==> src/rtl/multiplier_pkg.sv <==
// Shared types and defaults for the pipelined low-half multiplier.
// The partial-product bundle is sized for the widest supported operand.
package multiplier_pkg;

    localparam int MUL_DATA_LEN_DEFAULT       = 32;
    localparam int MUL_PIPELINE_STAGE_DEFAULT = 2;

    localparam int MUL_MAX_LEN  = 64;
    localparam int MUL_MAX_HALF = MUL_MAX_LEN / 2;

    // Narrower instances zero-extend into these fields.
    typedef struct packed {
        logic [MUL_MAX_LEN-1:0]  ll;
        logic [MUL_MAX_HALF-1:0] lh;
        logic [MUL_MAX_HALF-1:0] hl;
    } mul_pp_t;

endpackage

==> src/rtl/mul_pipe_reg.sv <==
// WIDTH x DEPTH register delay line with asynchronous active-low clear.
// DEPTH = 0 degenerates to a wire.
module mul_pipe_reg #(
    parameter int WIDTH = 32,
    parameter int DEPTH = 1
) (
    input  logic             clk,
    input  logic             rst_n,
    input  logic [WIDTH-1:0] i_d,
    output logic [WIDTH-1:0] o_q
);

    if (DEPTH == 0) begin : g_pass
        logic w_unused_ctl;
        assign w_unused_ctl = clk ^ rst_n;
        assign o_q = i_d;
    end else begin : g_regs
        logic [WIDTH-1:0] r_stage [DEPTH];

        always_ff @(posedge clk or negedge rst_n) begin
            if (!rst_n) begin
                for (int i = 0; i < DEPTH; i++) begin
                    r_stage[i] <= '0;
                end
            end else begin
                r_stage[0] <= i_d;
                for (int i = 1; i < DEPTH; i++) begin
                    r_stage[i] <= r_stage[i-1];
                end
            end
        end

        assign o_q = r_stage[DEPTH-1];
    end

endmodule

==> src/rtl/multiplier.sv <==
// Pipelined unsigned multiplier returning the low DATA_LEN bits of a*b.
// aH*bH never reaches the low half, so only three partial products are formed.
module multiplier
    import multiplier_pkg::*;
#(
    parameter int DATA_LEN       = MUL_DATA_LEN_DEFAULT,
    parameter int PIPELINE_STAGE = MUL_PIPELINE_STAGE_DEFAULT
) (
    input  logic                clk,
    input  logic                reset,
    input  logic [DATA_LEN-1:0] a,
    input  logic [DATA_LEN-1:0] b,
    output logic [DATA_LEN-1:0] result
);

    localparam int H    = DATA_LEN / 2;
    localparam int TAIL = (PIPELINE_STAGE > 2) ? PIPELINE_STAGE - 2 : 0;

    if (DATA_LEN < 2 || (DATA_LEN % 2) != 0 || DATA_LEN > MUL_MAX_LEN) begin : g_bad_len
        $error("multiplier: DATA_LEN must be even, >= 2 and <= %0d", MUL_MAX_LEN);
    end
    if (PIPELINE_STAGE < 1) begin : g_bad_stage
        $error("multiplier: PIPELINE_STAGE must be >= 1");
    end

    logic [H-1:0]        w_al;
    logic [H-1:0]        w_ah;
    logic [H-1:0]        w_bl;
    logic [H-1:0]        w_bh;
    logic [DATA_LEN-1:0] w_ll;
    logic [H-1:0]        w_lh;
    logic [H-1:0]        w_hl;
    mul_pp_t             w_pp;
    mul_pp_t             w_pp_q;
    logic [H-1:0]        w_cross;
    logic [DATA_LEN-1:0] w_sum;
    logic                w_unused_pp;

    assign w_al = a[H-1:0];
    assign w_ah = a[DATA_LEN-1:H];
    assign w_bl = b[H-1:0];
    assign w_bh = b[DATA_LEN-1:H];

    // Cross terms are kept only modulo 2^H; their carries fall off the top.
    assign w_ll = DATA_LEN'(w_al) * DATA_LEN'(w_bl);
    assign w_lh = w_al * w_bh;
    assign w_hl = w_ah * w_bl;

    always_comb begin
        w_pp    = '0;
        w_pp.ll = MUL_MAX_LEN'(w_ll);
        w_pp.lh = MUL_MAX_HALF'(w_lh);
        w_pp.hl = MUL_MAX_HALF'(w_hl);
    end

    if (PIPELINE_STAGE == 1) begin : g_comb
        assign w_pp_q = w_pp;
    end else begin : g_reg
        mul_pp_t r_pp;

        always_ff @(posedge clk or negedge reset) begin
            if (!reset) begin
                r_pp <= '0;
            end else begin
                r_pp <= w_pp;
            end
        end

        assign w_pp_q = r_pp;
    end

    assign w_cross = w_pp_q.lh[H-1:0] + w_pp_q.hl[H-1:0];
    assign w_sum   = w_pp_q.ll[DATA_LEN-1:0] + {w_cross, {H{1'b0}}};

    // Upper bundle bits are zero padding for narrow instances.
    assign w_unused_pp = ^w_pp_q;

    mul_pipe_reg #(
        .WIDTH(DATA_LEN),
        .DEPTH(TAIL)
    ) u_tail (
        .clk  (clk),
        .rst_n(reset),
        .i_d  (w_sum),
        .o_q  (result)
    );

endmodule

==> config.mk <==
export PLATFORM = sky130hd
export DESIGN_NAME = multiplier
export DESIGN_NICKNAME = d
export VERILOG_FILES = /design/src/rtl/multiplier_pkg.sv /design/src/rtl/mul_pipe_reg.sv /design/src/rtl/multiplier.sv
export SDC_FILE = /design/constraint.sdc
export NUM_CORES = 1
export LEC_CHECK = 0
export CAP_MARGIN = 20
export CELL_PAD_IN_SITES_DETAIL_PLACEMENT = 1
export CELL_PAD_IN_SITES_GLOBAL_PLACEMENT = 1
export CORE_ASPECT_RATIO = 0.7
export CORE_MARGIN = 5
export CORE_UTILIZATION = 45
export CTS_CLUSTER_SIZE = 24
export DETAILED_ROUTE_END_ITERATION = 6
export DONT_BUFFER_PORTS = 1
export PLACE_DENSITY_LB_ADDON = 0.1
export SKIP_LAST_GASP = 1
export SLEW_MARGIN = 20
export SYNTH_ARGS = -nofsm -noshare
export SYNTH_HDL_FRONTEND = slang
export SYNTH_SLANG_ARGS = --single-unit
export TNS_END_PERCENT = 10
==> constraint.sdc <==
create_clock -name clk -period 5.95 [get_ports clk]
set_clock_uncertainty 0.15 [all_clocks]
set_input_delay 1.19 -clock clk [delete_from_list [all_inputs] [get_ports clk]]
set_output_delay 1.19 -clock clk [all_outputs]
set_load 0.01 [all_outputs]
==> results of run 1 <==
final timing paths:
path	startpoint	end	slack [ns]	depth (start not counted)
worst max-delay path	b[4]	g_reg.r_pp[94]	-0.51	21
worst min-delay path	reset	g_reg.r_pp[14]	0.40	0
max in group asynchronous	reset	g_reg.r_pp[88]	5.13	0
min in group clk	b[0]	g_reg.r_pp[0]	0.84	1
cells by family (layout without fill, tap and decap cells):
logic type / after synthesis / in the layout
and+or+nand+nor: 659 / 659
adders and majority gates: 588 / 588
buffers and inverters: 579 / 584
AOI/OAI and AO/OA: 157 / 157
xor gates and xnor gates: 132 / 132
DFF: 64 / 64
final cells by class:
cell class,instances,area [um2]
clock buffer,9,225
clock inverter,7,100
fill,4890,21600
inverter,476,1790
multi-input combinational,1536,15600
sequential,64,1600
tap,552,691
timing repair buffer,92,691
synthesized netlist by cell type (3+ instances only):
master     instances  area, um2
fa_1             356       7130
ha_1             232       2900
buf_4             16        120
o31ai_1            3       22.5
nor2b_1            6       37.5
nand3_1           15       75.1
and3_1             9       56.3
o21ai_0           10       50.1
nor2_1            38        143
dfrtp_1           64       1600
nand2b_1           3       18.8
o21ai_1            9       45.0
a31oi_1            3       18.8
o41a_1             5       56.3
a211o_1            4       35.0
a21o_1            15        113
or2_2              3       18.8
xnor2_1          107        937
o21a_1            11       82.6
nand2_1          340       1280
and2_1           214       1340
o2111ai_1          5       43.8
nand4_1            4       25.0
clkbuf_1          86        323
inv_1            476       1790
a21oi_1           49        245
xor2_1            25        219
o211ai_1           3       22.5
a211oi_1           5       37.5
nor3_1            15       75.1
o21bai_1          12       90.1
worst max-delay path: stages:
cell and delay [ns]:
and2_1 0.17, fa_1 0.53, inv_1 0.05, fa_1 0.53, fa_1 0.43, fa_1 0.49, inv_1 0.05, fa_1 0.48
inv_1 0.05, fa_1 0.48, inv_1 0.07, ha_4 0.23, and3_4 0.19, o2111ai_2 0.09, o211ai_4 0.13, a2111oi_4 0.34
o31a_1 0.22, o21ai_2 0.08, o21a_1 0.22, o41a_1 0.32, xor2_1 0.15
layer usage:
metal  part of all wire  track usage
met5                  0            0
met4              0.010       0.0312
met3              0.042       0.0245
met2               0.44        0.377
met1               0.50        0.371
repair_timing:
action,CTS,global route
buffers inserted,1,3
setup endpoints to repair,18,23
gates resized for setup,3,9
pin swaps,3,11
hold endpoints to repair,0,0
stage by stage:
stage                     cell area, um2  TNS [ns]  hold slack, ns   util  setup slack (ns)
after CTS                          20600     -4.96           0.389  0.487            -0.477
final                              20700     -5.16           0.398  0.489            -0.508
after global routing               20700     -9.22           0.377  0.489            -0.727
after global placement             20300     -9.48           0.749  0.479            -0.691
after floorplan                    19400     -8.07           0.744      -            -0.733
after detailed placement           20300    -12.29           0.749  0.479            -0.938
==> flow_summary.toml, run 1 <==
[status]
violations = "setup timing"
outcome = "finished with violations"

[clock_network]
cts.clk_slew.worst_paths_ns = 0.06
clk_root_buffer_cell = "clkbuf_16"
post_cts_hold_buffer_count = 0
cts_buffer_depth = 2
number_of_h_tree_levels = 3
total_clock_sinks = 64
tritoncts = "yes"
cts_made_buffers = 9

[route]
detailedRoute.firstPassIterationCount = 5
antenna_violating_nets_post_route = 0
vias = 14210
drc = 0
drtIter0Drc = 817
final_wirelength_um = 55000
post_drt_wl_per_cell_um = 20.1
drt-vias-per-instance = 5.19

[layout]
n_antenna_cell = 0
area_growth_syn_to_layout_pct = 7.29
most-common-layout-cells = "inv_1, fa_1, nand2_1"
instances_no_fill = 2736
top_register = "g_reg.r_pp"
final_common_cell = "inv_1"
largest_registers = "g_reg.r_pp (64)"
largest_reg_flops = 64
drive_gt1_frac = 0.0627
final_nets = 2833

[setup_path]
setup.worst_path.end_class = "flop"
cp_data_required_time_ns = 6.01
crit_arrival_ns = 6.52
path_max_fanout = 28
cp-start-kind = "input pin"
setup.worst_path.class = "in -> reg"

[synthesis]
synth_seq_area_share = 0.0831
post_synthesis_share_of_cell_area_spent_on_xor_and_xnor_gates = 0.0600
post_synth_instance_area_um2 = 19300
synthSimpleGateAreaFrac = 0.164
synth.yosys.warnings = 0
synth-adder-area-share = 0.520
syn_avg_cell_area_um2 = 8.85
synthFlopType = "dfrtp_1"
syn-num-nets = 2833
synth_cell_type_count = 56
synth_top_family_by_area = "adder cells"
synth-compound-area-share = 0.0573
synth.area.mux_share = 0
syn-instance-count = 2179
share_of_async_settable_or_async_resettable_flops_after_synthesis = 1.00
synth_enable_flop_cells = 0
synth_seq_cells = 64

[sta]
hold_viol = 0
final_critical_path_required_period_ns = 6.46
final.setup.worst_slack_ns = -0.508
setup_repair_after_global_routing_missed_its_margin = "true"
worst_pin_slew_ns = 0.451
maxClockFrequency_mhz = 155
timing.final.max_slew_violations = 0
final_min_period_over_clock_period = 1.09
worst_slew_margin = 0.697
report.final.setup_viol = 17

[grt]
grt-ovfl-total = 0
via_count_of_the_first_global_routing_pass = 15799
global_route_wire_length_before_repair_um = 89500
antenna_found_initial = 1
grtUsageTotal = 0.240
grt_start_max_net_pins = 65

[floorplanning]
core_area_um2 = 42300
design.die.area_um2 = 47100
placement_rows = 63
chipWidth_um = 257
num_io_pins = 98
die-height_um = 183
initial_core_util = 0.455

[placement]
port_bufs = 0
place.gp.congestion = 0.803
post_place_cells = 2716
dp_hpwl_um = 44100

[job]
count_of_maximum_capacitance_violations = 0

[min_path]
tightest_hold_check_type = "in -> async"
Power of run 1 is left out: the tool's default activity adds up to more than one toggle a clock period on the data nets, which glitch-free logic cannot reach.
==> run 2, diff against run 1 <==
--- a/config.mk
+++ b/config.mk
@@ -11,6 +11,7 @@
 export CORE_ASPECT_RATIO = 0.7
 export CORE_MARGIN = 5
 export CORE_UTILIZATION = 45
+export CTS_BUF_LIST = sky130_fd_sc_hd__clkbuf_4
 export CTS_CLUSTER_SIZE = 24
 export DETAILED_ROUTE_END_ITERATION = 6
 export DONT_BUFFER_PORTS = 1
==> flow_summary.toml, run 2 (same netlist as run 1, synthesis figures left out) <==
[route]
antenna_violating_nets_post_route = 0
drt-vias-per-instance = 5.20
final_wirelength_um = 54900
vias = 14238
drc = 0
detailedRoute.firstPassIterationCount = 5
post_drt_wl_per_cell_um = 20.0
drtIter0Drc = 777

[floorplanning]
initial_core_util = 0.455
die-height_um = 183
chipWidth_um = 257
design.die.area_um2 = 47100
core_area_um2 = 42300
num_io_pins = 98
placement_rows = 63

[setup_path]
cp_data_required_time_ns = 6.14
crit_arrival_ns = 6.52
setup.worst_path.end_class = "flop"
path_max_fanout = 28
cp-start-kind = "input pin"
setup.worst_path.class = "in -> reg"

[grt]
global_route_wire_length_before_repair_um = 89400
grt_start_max_net_pins = 65
grtUsageTotal = 0.239
grt-ovfl-total = 0
via_count_of_the_first_global_routing_pass = 15816
antenna_found_initial = 2

[sta]
hold_viol = 0
worst_slew_margin = 0.701
final_min_period_over_clock_period = 1.06
maxClockFrequency_mhz = 158
worst_pin_slew_ns = 0.445
setup_repair_after_global_routing_missed_its_margin = "true"
timing.final.max_slew_violations = 0
report.final.setup_viol = 15
final.setup.worst_slack_ns = -0.375
finalHoldWorstSlack_ns = 0.263
final_critical_path_required_period_ns = 6.33

[layout]
regArea_um2 = 1600
instances_no_fill = 2738
final_nets = 2833
largest_registers = "g_reg.r_pp (64)"
area_growth_syn_to_layout_pct = 6.50
drive_gt1_frac = 0.0627
final_design_area_excluding_fillers_um2 = 20500
fillerInstances = 4915
largest_reg_flops = 64
area_occupied_by_multi_input_gates_um2 = 15600
top_register = "g_reg.r_pp"
final_common_cell = "inv_1"
most-common-layout-cells = "inv_1, fa_1, nand2_1"

[min_path]
tightest_hold_check_type = "in -> async"

[placement]
placedInstanceArea_um2 = 20300
dp_hpwl_um = 44100
post_place_cells = 2716
place.gp.congestion = 0.803
port_bufs = 0
post-place-ws_ns = -0.938

[status]
outcome = "finished with violations"
violations = "setup timing"

[clock_network]
total_clock_sinks = 64
cts_made_buffers = 9
cts_buffer_depth = 2
cts.clk_slew.worst_paths_ns = 0.13
number_of_h_tree_levels = 3
tritoncts = "yes"
clk_root_buffer_cell = "clkbuf_4"

[job]
count_of_maximum_capacitance_violations = 0
run 2: cell count changes in the layout (fill, tap and decap cells not counted):
| cell | delta |
|---|---|
| diode_2 | +2 |
| clkbuf_4 | +9 |
| clkbuf_16 | -9 |
run 2: repair_timing:
item | in CTS | in global routing
setup buffers | 1 | 3
pin swaps | 3 | 11
cloned | 0 | 0
hold buffers | 0 | 0
endpoints found under the setup margin | 14 | 20
resized for setup | 3 | 9
run 2: how the worst max path moves through the flow:
stage,start,end,slack (ns),cells past startpoint
final,b[4],g_reg.r_pp[94],-0.38,21
after CTS,b[4],g_reg.r_pp[94],-0.33,21
after global routing,b[4],g_reg.r_pp[94],-0.57,21
after detailed placement,b[4],g_reg.r_pp[95],-0.94,21
after global placement,a[12],g_reg.r_pp[89],-0.69,21
after floorplan,b[4],g_reg.r_pp[94],-0.73,23
run 2: metrics by stage:
step | TNS [ns] | util
floorplan | -8.07 | -
global placement | -9.48 | 0.479
detailed placement | -12.29 | 0.479
CTS | -2.80 | 0.483
global route | -6.48 | 0.485
finish | -3.14 | 0.485
run 2: metal layers:
layer,track usage,part of all wire,vias up
li1,-,-,6510
met1,0.369,0.50,7449
met2,0.378,0.44,252
met3,0.0245,0.042,27
met4,0.0290,0.0086,0
met5,0,0,-
run 2: critical path, stage by stage:
cell	delay [ns]
and2_1	0.17
fa_1	0.53
inv_1	0.05
fa_1	0.53
fa_1	0.43
fa_1	0.49
inv_1	0.05
fa_1	0.48
inv_1	0.05
fa_1	0.48
inv_1	0.07
ha_4	0.23
and3_4	0.19
o2111ai_2	0.09
o211ai_4	0.13
a2111oi_4	0.34
o31a_1	0.22
o21ai_2	0.08
o21a_1	0.22
o41a_1	0.32
xor2_1	0.15
run 2: final cells by class:
cell class / instances / area share
tap: 552 / 0.0336
multi-input combinational: 1536 / 0.759
antenna: 2 / 0.000244
clock buffer: 9 / 0.00329
clock inverter: 7 / 0.00487
inverter: 476 / 0.0870
timing repair buffer: 92 / 0.0336
sequential: 64 / 0.0780
Power of run 2 is left out for the same reason.
==> run 3, diff against run 2 <==
--- a/config.mk
+++ b/config.mk
@@ -9,7 +9,7 @@
 export CELL_PAD_IN_SITES_DETAIL_PLACEMENT = 1
 export CELL_PAD_IN_SITES_GLOBAL_PLACEMENT = 1
 export CORE_ASPECT_RATIO = 0.7
-export CORE_MARGIN = 5
+export CORE_MARGIN = 2
 export CORE_UTILIZATION = 45
 export CTS_BUF_LIST = sky130_fd_sc_hd__clkbuf_4
 export CTS_CLUSTER_SIZE = 24
==> flow_summary.toml, run 3 (same netlist as run 1, synthesis figures left out) <==
[layout]
largest_reg_flops = 64
most-common-layout-cells = "inv_1, fa_1, nand2_1"
largest_registers = "g_reg.r_pp (64)"
top_register = "g_reg.r_pp"
final_common_cell = "inv_1"
area_growth_syn_to_layout_pct = 6.63
postLayoutCoreUtil = 0.486
drive_gt1_frac = 0.0637
fillerInstances = 4965
final_nets = 2830

[grt]
antenna_found_initial = 1
global_route_wire_length_before_repair_um = 88700
via_count_of_the_first_global_routing_pass = 15761
grtUsageTotal = 0.258
grt-ovfl-total = 0
grt_start_max_net_pins = 65

[sta]
final.setup.worst_slack_ns = -0.385
tns_ns = -2.93
worst_slew_margin = 0.674
final_min_period_over_clock_period = 1.06
final_critical_path_required_period_ns = 6.34
timing.final.max_slew_violations = 0
worst_pin_slew_ns = 0.486
report.final.setup_viol = 13
hold_viol = 0
setup_repair_after_global_routing_missed_its_margin = "true"
finalHoldWorstSlack_ns = 0.294
maxClockFrequency_mhz = 158

[floorplanning]
die-height_um = 177
chipWidth_um = 251
placement_rows = 63
initial_core_util = 0.455
num_io_pins = 98
core_area_um2 = 42300
design.die.area_um2 = 44500

[setup_path]
cp-start-kind = "input pin"
cp_data_required_time_ns = 6.15
setup.worst_path.class = "in -> reg"
crit_arrival_ns = 6.53
setup.worst_path.end_class = "flop"
path_max_fanout = 22

[placement]
dp_hpwl_um = 44300
port_bufs = 0
place.gp.congestion = 0.820

[clock_network]
cts_buffer_depth = 2
cts.clk_slew.worst_paths_ns = 0.11
clk_root_buffer_cell = "clkbuf_4"
tritoncts = "yes"
total_clock_sinks = 64
number_of_h_tree_levels = 3
cts_made_buffers = 9

[route]
drtIter0Drc = 733
drc = 0
post_drt_wl_per_cell_um = 20.1
antenna_violating_nets_post_route = 0
final_wirelength_um = 55000
vias = 14220
drt-vias-per-instance = 5.20
detailedRoute.firstPassIterationCount = 5

[job]
count_of_maximum_capacitance_violations = 0

[status]
violations = "setup timing"
outcome = "finished with violations"

[min_path]
tightest_hold_check_type = "in -> async"
## run 3: through the flow
step	setup WS [ns]	cell area, um2	cells
2_1_floorplan	-0.733	19400	2179
3_3_place_gp	-0.722	20300	2715
3_5_place_dp	-0.845	20300	2715
4_1_cts	-0.349	20500	2733
5_1_grt	-0.554	20600	2734
6_report	-0.385	20600	2734
## run 3: metal layers
metal / vias up / track usage / wire, um
met3: 36 / 0.0319 / 2630
met5: - / 0 / 0
met2: 285 / 0.401 / 24300
met4: 0 / 0.0365 / 624
li1: 6492 / - / -
met1: 7407 / 0.394 / 27500
## run 3: layout make-up
| type | instances | area (um2) | share of cell area |
|---|---|---|---|
| sequential | 64 | 1600 | 0.0779 |
| clock buffer | 9 | 67.6 | 0.00329 |
| multi-input combinational | 1536 | 15600 | 0.759 |
| timing repair buffer | 89 | 668 | 0.0325 |
| inverter | 476 | 1790 | 0.0869 |
| tap | 552 | 691 | 0.0336 |
| antenna | 1 | 2.50 | 0.000122 |
| clock inverter | 7 | 143 | 0.00694 |
## run 3: final timing paths
| check | start | cells past startpoint | to |
|---|---|---|---|
| max | a[10] | 21 | g_reg.r_pp[89] |
| min | reset | 0 | g_reg.r_pp[14] |
| min in group clk | a[16] | 1 | g_reg.r_pp[0] |
| max in group asynchronous | reset | 0 | g_reg.r_pp[0] |
## run 3: repair_timing
item	in CTS	in global routing
setup buffers	2	0
pin swaps	7	16
hold buffers	0	0
gates resized for setup	7	10
endpoints found under the setup margin	16	21
## run 3: worst max-delay path, cell delays in order
cell and delay [ns]:
and2_1 0.16, fa_1 0.53, inv_1 0.05, fa_1 0.47
inv_1 0.05, fa_1 0.55, fa_1 0.44, fa_1 0.54
inv_1 0.06, fa_1 0.52, inv_2 0.05, ha_4 0.15
or2_4 0.25, or3_4 0.34, o221ai_2 0.13, a41o_1 0.23
o21ai_2 0.08, a21oi_2 0.18, a21boi_2 0.08, o41ai_2 0.31
xnor2_1 0.17
Power of run 3 is left out for the same reason.
